## config.mk

```make
export PLATFORM = sky130hd
export DESIGN_NAME = controle_entrada
export DESIGN_NICKNAME = d
export VERILOG_FILES = /design/src/rtl/controle_entrada.sv
export SDC_FILE = /design/constraint.sdc
export NUM_CORES = 1
export LEC_CHECK = 0
export ABC_AREA = 1
export BUFFER_PORTS_ARGS = -buffer_cell sky130_fd_sc_hd__buf_2
export CELL_PAD_IN_SITES_DETAIL_PLACEMENT = 1
export CELL_PAD_IN_SITES_GLOBAL_PLACEMENT = 2
export CORE_MARGIN = 2
export CORE_UTILIZATION = 37
export DETAILED_ROUTE_END_ITERATION = 7
export PLACE_DENSITY = 0.86
export SLEW_MARGIN = 30
export SYNTH_ARGS = -nofsm -noshare
export SYNTH_HDL_FRONTEND = slang
export SYNTH_SLANG_ARGS = --single-unit
```

## constraint.sdc

```tcl
create_clock -name clock -period 1.7 [get_ports clock]
set_input_delay 0.255 -clock clock [delete_from_list [all_inputs] [get_ports clock]]
set_output_delay 0.255 -clock clock [all_outputs]
set_load 0.05 [all_outputs]
```

## src/rtl/controle_entrada.sv

```systemverilog
// Button conditioning: 2-FF sync and debounce of five push-buttons, axis direction
// decode and optional hold-to-repeat axis FSMs (compile with `define AUTO_REPEAT_EN).
module controle_entrada #(
    parameter int unsigned DEBOUNCE_CYCLES = 50000,
    parameter int unsigned REPEAT_DELAY    = 25000000,
    parameter int unsigned REPEAT_PERIOD   = 10000000
) (
    input  logic       clock,
    input  logic       reset,
    input  logic       botao_cima,
    input  logic       botao_baixo,
    input  logic       botao_esquerda,
    input  logic       botao_direita,
    input  logic       botao_confirma,
    output logic [1:0] controle_vertical,
    output logic [1:0] controle_horizontal,
    output logic       confirma,
    output logic       confirma_pulso,
    output logic [4:0] db_botoes
);

    localparam int unsigned NB     = 5;
    localparam int unsigned DBW    = $clog2(DEBOUNCE_CYCLES) + 1;
    localparam int unsigned I_CIMA = 0;
    localparam int unsigned I_BAIX = 1;
    localparam int unsigned I_ESQ  = 2;
    localparam int unsigned I_DIR  = 3;
    localparam int unsigned I_CONF = 4;
    localparam logic [DBW-1:0] DB_LAST = DBW'(DEBOUNCE_CYCLES - 1);

    if (DEBOUNCE_CYCLES < 2 || REPEAT_DELAY < 2 || REPEAT_PERIOD < 2) begin : g_param_check
        $error("controle_entrada: DEBOUNCE_CYCLES, REPEAT_DELAY and REPEAT_PERIOD must be >= 2");
    end

    logic [NB-1:0]          w_raw;
    logic [NB-1:0]          r_sync1;
    logic [NB-1:0]          r_sync2;
    logic [NB-1:0]          r_stable;
    logic [NB-1:0]          w_stable_next;
    logic [NB-1:0][DBW-1:0] r_cnt;
    logic [NB-1:0][DBW-1:0] w_cnt_next;
    logic                   r_pulso;
    logic [1:0][1:0]        w_dir_nxt;

    assign w_raw = {botao_confirma, botao_direita, botao_esquerda, botao_baixo, botao_cima};

    // Opposing keys cancel; 11 can never be produced.
    function automatic logic [1:0] eixo(input logic soma, input logic sub);
        return {sub & ~soma, soma & ~sub};
    endfunction

    // Debounce: count consecutive mismatches, adopt the sync value on the last one.
    always_comb begin
        w_stable_next = r_stable;
        w_cnt_next    = '0;
        for (int i = 0; i < NB; i++) begin
            if (r_sync2[i] != r_stable[i]) begin
                if (r_cnt[i] == DB_LAST) begin
                    w_stable_next[i] = r_sync2[i];
                end else begin
                    w_cnt_next[i] = r_cnt[i] + DBW'(1);
                end
            end
        end
    end

    always_ff @(posedge clock or negedge reset) begin
        if (!reset) begin
            r_sync1  <= '0;
            r_sync2  <= '0;
            r_stable <= '0;
            r_cnt    <= '0;
            r_pulso  <= 1'b0;
        end else begin
            r_sync1  <= w_raw;
            r_sync2  <= r_sync1;
            r_stable <= w_stable_next;
            r_cnt    <= w_cnt_next;
            r_pulso  <= w_stable_next[I_CONF] & ~r_stable[I_CONF];
        end
    end

    // Axis logic looks at next-cycle stable values so outputs track db_botoes with no lag.
    assign w_dir_nxt[0] = eixo(w_stable_next[I_CIMA], w_stable_next[I_BAIX]);
    assign w_dir_nxt[1] = eixo(w_stable_next[I_DIR],  w_stable_next[I_ESQ]);

`ifdef AUTO_REPEAT_EN
    localparam int unsigned RMAX = (REPEAT_DELAY > REPEAT_PERIOD) ? REPEAT_DELAY : REPEAT_PERIOD;
    localparam int unsigned TW   = $clog2(RMAX) + 1;
    localparam logic [TW-1:0] DELAY_LAST  = TW'(REPEAT_DELAY - 1);
    localparam logic [TW-1:0] PERIOD_LAST = TW'(REPEAT_PERIOD - 1);
    localparam logic [TW-1:0] TMAX        = '1;

    typedef enum logic [1:0] {
        OCIOSO = 2'd0,
        ESPERA = 2'd1,
        REPETE = 2'd2,
        LACUNA = 2'd3
    } estado_t;

    logic [1:0][1:0] w_dir_cur;

    assign w_dir_cur[0] = eixo(r_stable[I_CIMA], r_stable[I_BAIX]);
    assign w_dir_cur[1] = eixo(r_stable[I_DIR],  r_stable[I_ESQ]);

    for (genvar g = 0; g < 2; g++) begin : g_eixo
        estado_t       r_estado;
        estado_t       w_estado_next;
        logic [TW-1:0] r_timer;
        logic [TW-1:0] w_timer_next;
        logic [1:0]    r_saida;
        logic [1:0]    w_saida_next;

        always_ff @(posedge clock or negedge reset) begin
            if (!reset) begin
                r_estado <= OCIOSO;
                r_timer  <= '0;
                r_saida  <= 2'b00;
            end else begin
                r_estado <= w_estado_next;
                r_timer  <= w_timer_next;
                r_saida  <= w_saida_next;
            end
        end

        // Release or direction change overrides the repeat timing.
        always_comb begin
            w_estado_next = r_estado;
            w_timer_next  = (r_timer == TMAX) ? r_timer : r_timer + TW'(1);
            w_saida_next  = w_dir_nxt[g];
            if (w_dir_nxt[g] == 2'b00) begin
                w_estado_next = OCIOSO;
                w_timer_next  = '0;
            end else if (r_estado == OCIOSO || w_dir_nxt[g] != w_dir_cur[g]) begin
                w_estado_next = ESPERA;
                w_timer_next  = '0;
            end else begin
                case (r_estado)
                    ESPERA: begin
                        if (r_timer == DELAY_LAST) begin
                            w_estado_next = LACUNA;
                            w_timer_next  = '0;
                        end
                    end
                    REPETE: begin
                        if (r_timer == PERIOD_LAST) begin
                            w_estado_next = LACUNA;
                            w_timer_next  = '0;
                        end
                    end
                    LACUNA: begin
                        w_estado_next = REPETE;
                        w_timer_next  = '0;
                    end
                    default: begin
                        w_estado_next = OCIOSO;
                        w_timer_next  = '0;
                    end
                endcase
            end
            if (w_estado_next == LACUNA) begin
                w_saida_next = 2'b00;
            end
        end
    end
`else
    for (genvar g = 0; g < 2; g++) begin : g_eixo
        logic [1:0] r_saida;

        always_ff @(posedge clock or negedge reset) begin
            if (!reset) begin
                r_saida <= 2'b00;
            end else begin
                r_saida <= w_dir_nxt[g];
            end
        end
    end
`endif

    assign controle_vertical   = g_eixo[0].r_saida;
    assign controle_horizontal = g_eixo[1].r_saida;
    assign confirma            = r_stable[I_CONF];
    assign confirma_pulso      = r_pulso;
    assign db_botoes           = r_stable;

endmodule

```

==> results.sh <==
export IMPL_fmax_mhz=666
export IMPL_synthTopCellsByCount="173 x nor2_1, 159 x nand2_1, 105 x dfrtp_1"
export IMPL_drt_wirelength_per_cell_um=14.1
export IMPL_hold_viol=0
export IMPL_drc_errors=0
export IMPL_endpoint_kind="flop"
export IMPL_fp_row_count=44
export IMPL_finalCriticalPeriod_ps=1500
export IMPL_drv_slew=0
export IMPL_synth_area_um2=5420
export IMPL_cts_tree="yes"
export IMPL_fillers=1811
export IMPL_area_growth_pct=14.0
export IMPL_gp_congestion=0.834
export IMPL_setup_violations=0
export IMPL_place_area_um2=5760
export IMPL_grt_pass1_vias=4950
export IMPL_path_max_fanout=4
export IMPL_critical_path_class="flop to flop"
export IMPL_grt_max_degree=106
export IMPL_rsz0062_at_grt="no"
export IMPL_yosys_warnings=0
export IMPL_syn_area_per_cell_um2=7.59
export IMPL_powerDensity_nw_per_um2=851
export IMPL_clock_latency_ps=350
export IMPL_async_reset_ff_share_pct=100
export IMPL_vias=4635
export IMPL_avgViaCountPerCell=4.94
export IMPL_core_area_um2=14400
export IMPL_setup_slack_ps=198
export IMPL_synth_cells=714
export IMPL_ys_flop_type="dfrtp_1"
export IMPL_syn_num_nets=726
export IMPL_port_buffers=17
export IMPL_routed_wl_mm=13.3
export IMPL_drt_iter0_drc=149
export IMPL_tightest_slew_ps=606
export IMPL_grtUsageTotal_pct=18.4
export IMPL_final_cell_count_no_fill=938
export IMPL_yosysSeqAreaShare_pct=48.5
export IMPL_synth_edf_count=0
export IMPL_regArea_um2=2630
export IMPL_clk_pin_slew_worst_paths_ps=70
export IMPL_grt_pass1_wl_mm=23.4
export IMPL_dieWidth_um=125
export IMPL_yosys_area_top_type="dfrtp_1"
export IMPL_synthTopCellsByArea="dfrtp_1 48%, nor2_1 12%, nand2_1 11%, inv_1 6.7%, nand3_1 5.6%"
export IMPL_dr_pass1_iters=4
export IMPL_start_util_pct=37.6
export IMPL_hold_path_class="flop to flop"
export IMPL_grt_ovfl_total=0
export IMPL_cts_sinks=105
export IMPL_fin_util_pct=42.8
export IMPL_arrival_ps=1790
export IMPL_die_h_um=125
export IMPL_cts_root_buf="clkbuf_16"
export IMPL_cp_required_ps=1980
export IMPL_final_cell_area_um2=6180
export IMPL_drv_cap=0
export IMPL_rrSetupSlack_ps=200
export IMPL_slew_headroom_pct=59.6
export IMPL_place_inst=916
export IMPL_cts_setup_buffers=0
export IMPL_skew_ps=5.81
export IMPL_multi_input_area_um2=2420
export IMPL_drive_above_1_share_pct=7.29
export IMPL_finalCritPeriodShare_pct=88.3
export IMPL_p_leak_nw=2.81
export IMPL_htreeDepth=3
export IMPL_io_pins=18
export IMPL_ant_nets=0
export IMPL_yosysMostFrequentCell="nor2_1"
export IMPL_vdd_drop_max_mv=0.492
export IMPL_dp_hpwl_mm=9.77
export IMPL_cts_buffer_depth=2
export IMPL_diodes=0
export IMPL_run_status="finished, final reports clean"
export IMPL_dieArea_um2=15600
export IMPL_cts_inserted_buffers=9
export IMPL_synth_seq_cells=105
export IMPL_synth_cell_type_count=23
export IMPL_setup_tns_final_ps=0
export IMPL_cp_start_kind="flop"
export IMPL_antenna_found_initial=0
export IMPL_dp_slack_ps=125
export IMPL_nets=761
export IMPL_synth_top_area_share_pct=48.5
critical path: stages (launching register included):
cell,delay [ps]
dfrtp_1,410
ha_1,210
nand2_1,80
nor2_1,170
inv_1,100
nor2_1,190
nand2_1,80
nand2_1,60
nand2_1,50
nor2_1,80
layout by cell type (no fill, tap or decap), drive strengths merged:
cell / count
inv: 97
bufinv: 4
nand3: 62
o21ai: 7
nor3: 16
nand4: 12
nand2: 167
and2: 3
clkbuf: 10
o21bai: 2
nor3b: 6
nor2: 182
buf: 19
or2: 1
clkinv: 2
ha: 5
xor2: 31
nand3b: 3
dlygate4sd3: 6
dfrtp: 105
xnor2: 8
a21oi: 6
timing repair:
action	4_1_cts	5_1_grt
resized for setup	0	1
endpoints found under the hold margin	10	0
hold buffers	6	0
setup endpoints to repair	0	8
cells by family after synthesis:
group / after synthesis / share of synthesized area [%]
flip-flops: 105 / 48.5
AND/OR/NAND/NOR: 452 / 35.7
AO/OA/AOI/OAI: 15 / 1.48
adder cells (fa/ha/maj): 5 / 1.15
XOR/XNOR: 39 / 6.30
buffers and inverters: 98 / 6.86
area by class of cell:
type | count | area share, %
clock buffer | 10 | 3.71
clock inverter | 6 | 2.11
inverter | 97 | 5.89
multi-input combinational | 511 | 39.2
sequential | 105 | 42.5
tap | 184 | 3.73
timing repair buffer | 25 | 2.84
path summary, 6_finish.rpt:
kind	from	end	cells after the start
max	r_cnt[17]	r_cnt[31]	9
max reg2reg	r_cnt[17]	r_cnt[31]	9
min reg2reg	r_sync1[1]	r_sync2[1]	0
min in group asynchronous	reset	r_cnt[83]	3
min	r_sync1[1]	r_sync2[1]	0
max in group asynchronous	reset	r_cnt[31]	3
flip-flops by register name (all words and copies together), names as in the netlist:
register             flops
r_cnt                   85
db_botoes                5
r_sync1                  5
r_sync2                  5
controle_horizontal      2
controle_vertical        2
confirma_pulso           1
per-layer routing:
layer	share of wire, %	global-route usage (%)
met5	0	0
met4	2.2	5.88
met3	2.7	4.66
met2	50	31.0
met1	45	23.2
where the power goes:
| part | internal [mW] | leakage, nW | switching, mW |
|---|---|---|---|
| registers | 2.54 | 1.43 | 0.0302 |
| logic | 0.0524 | 1.20 | 0.125 |
| clock network | 1.58 | 0.176 | 0.931 |
stage by stage:
step	total power, mW	hold slack [ps]
after CTS	5.36	355
after global routing	5.48	360
after global placement	2.78	334
after detailed placement	2.79	339
after floorplan	2.69	-40.6
final	5.26	352
No activity file was read; power rests on OpenSTA's default activity.
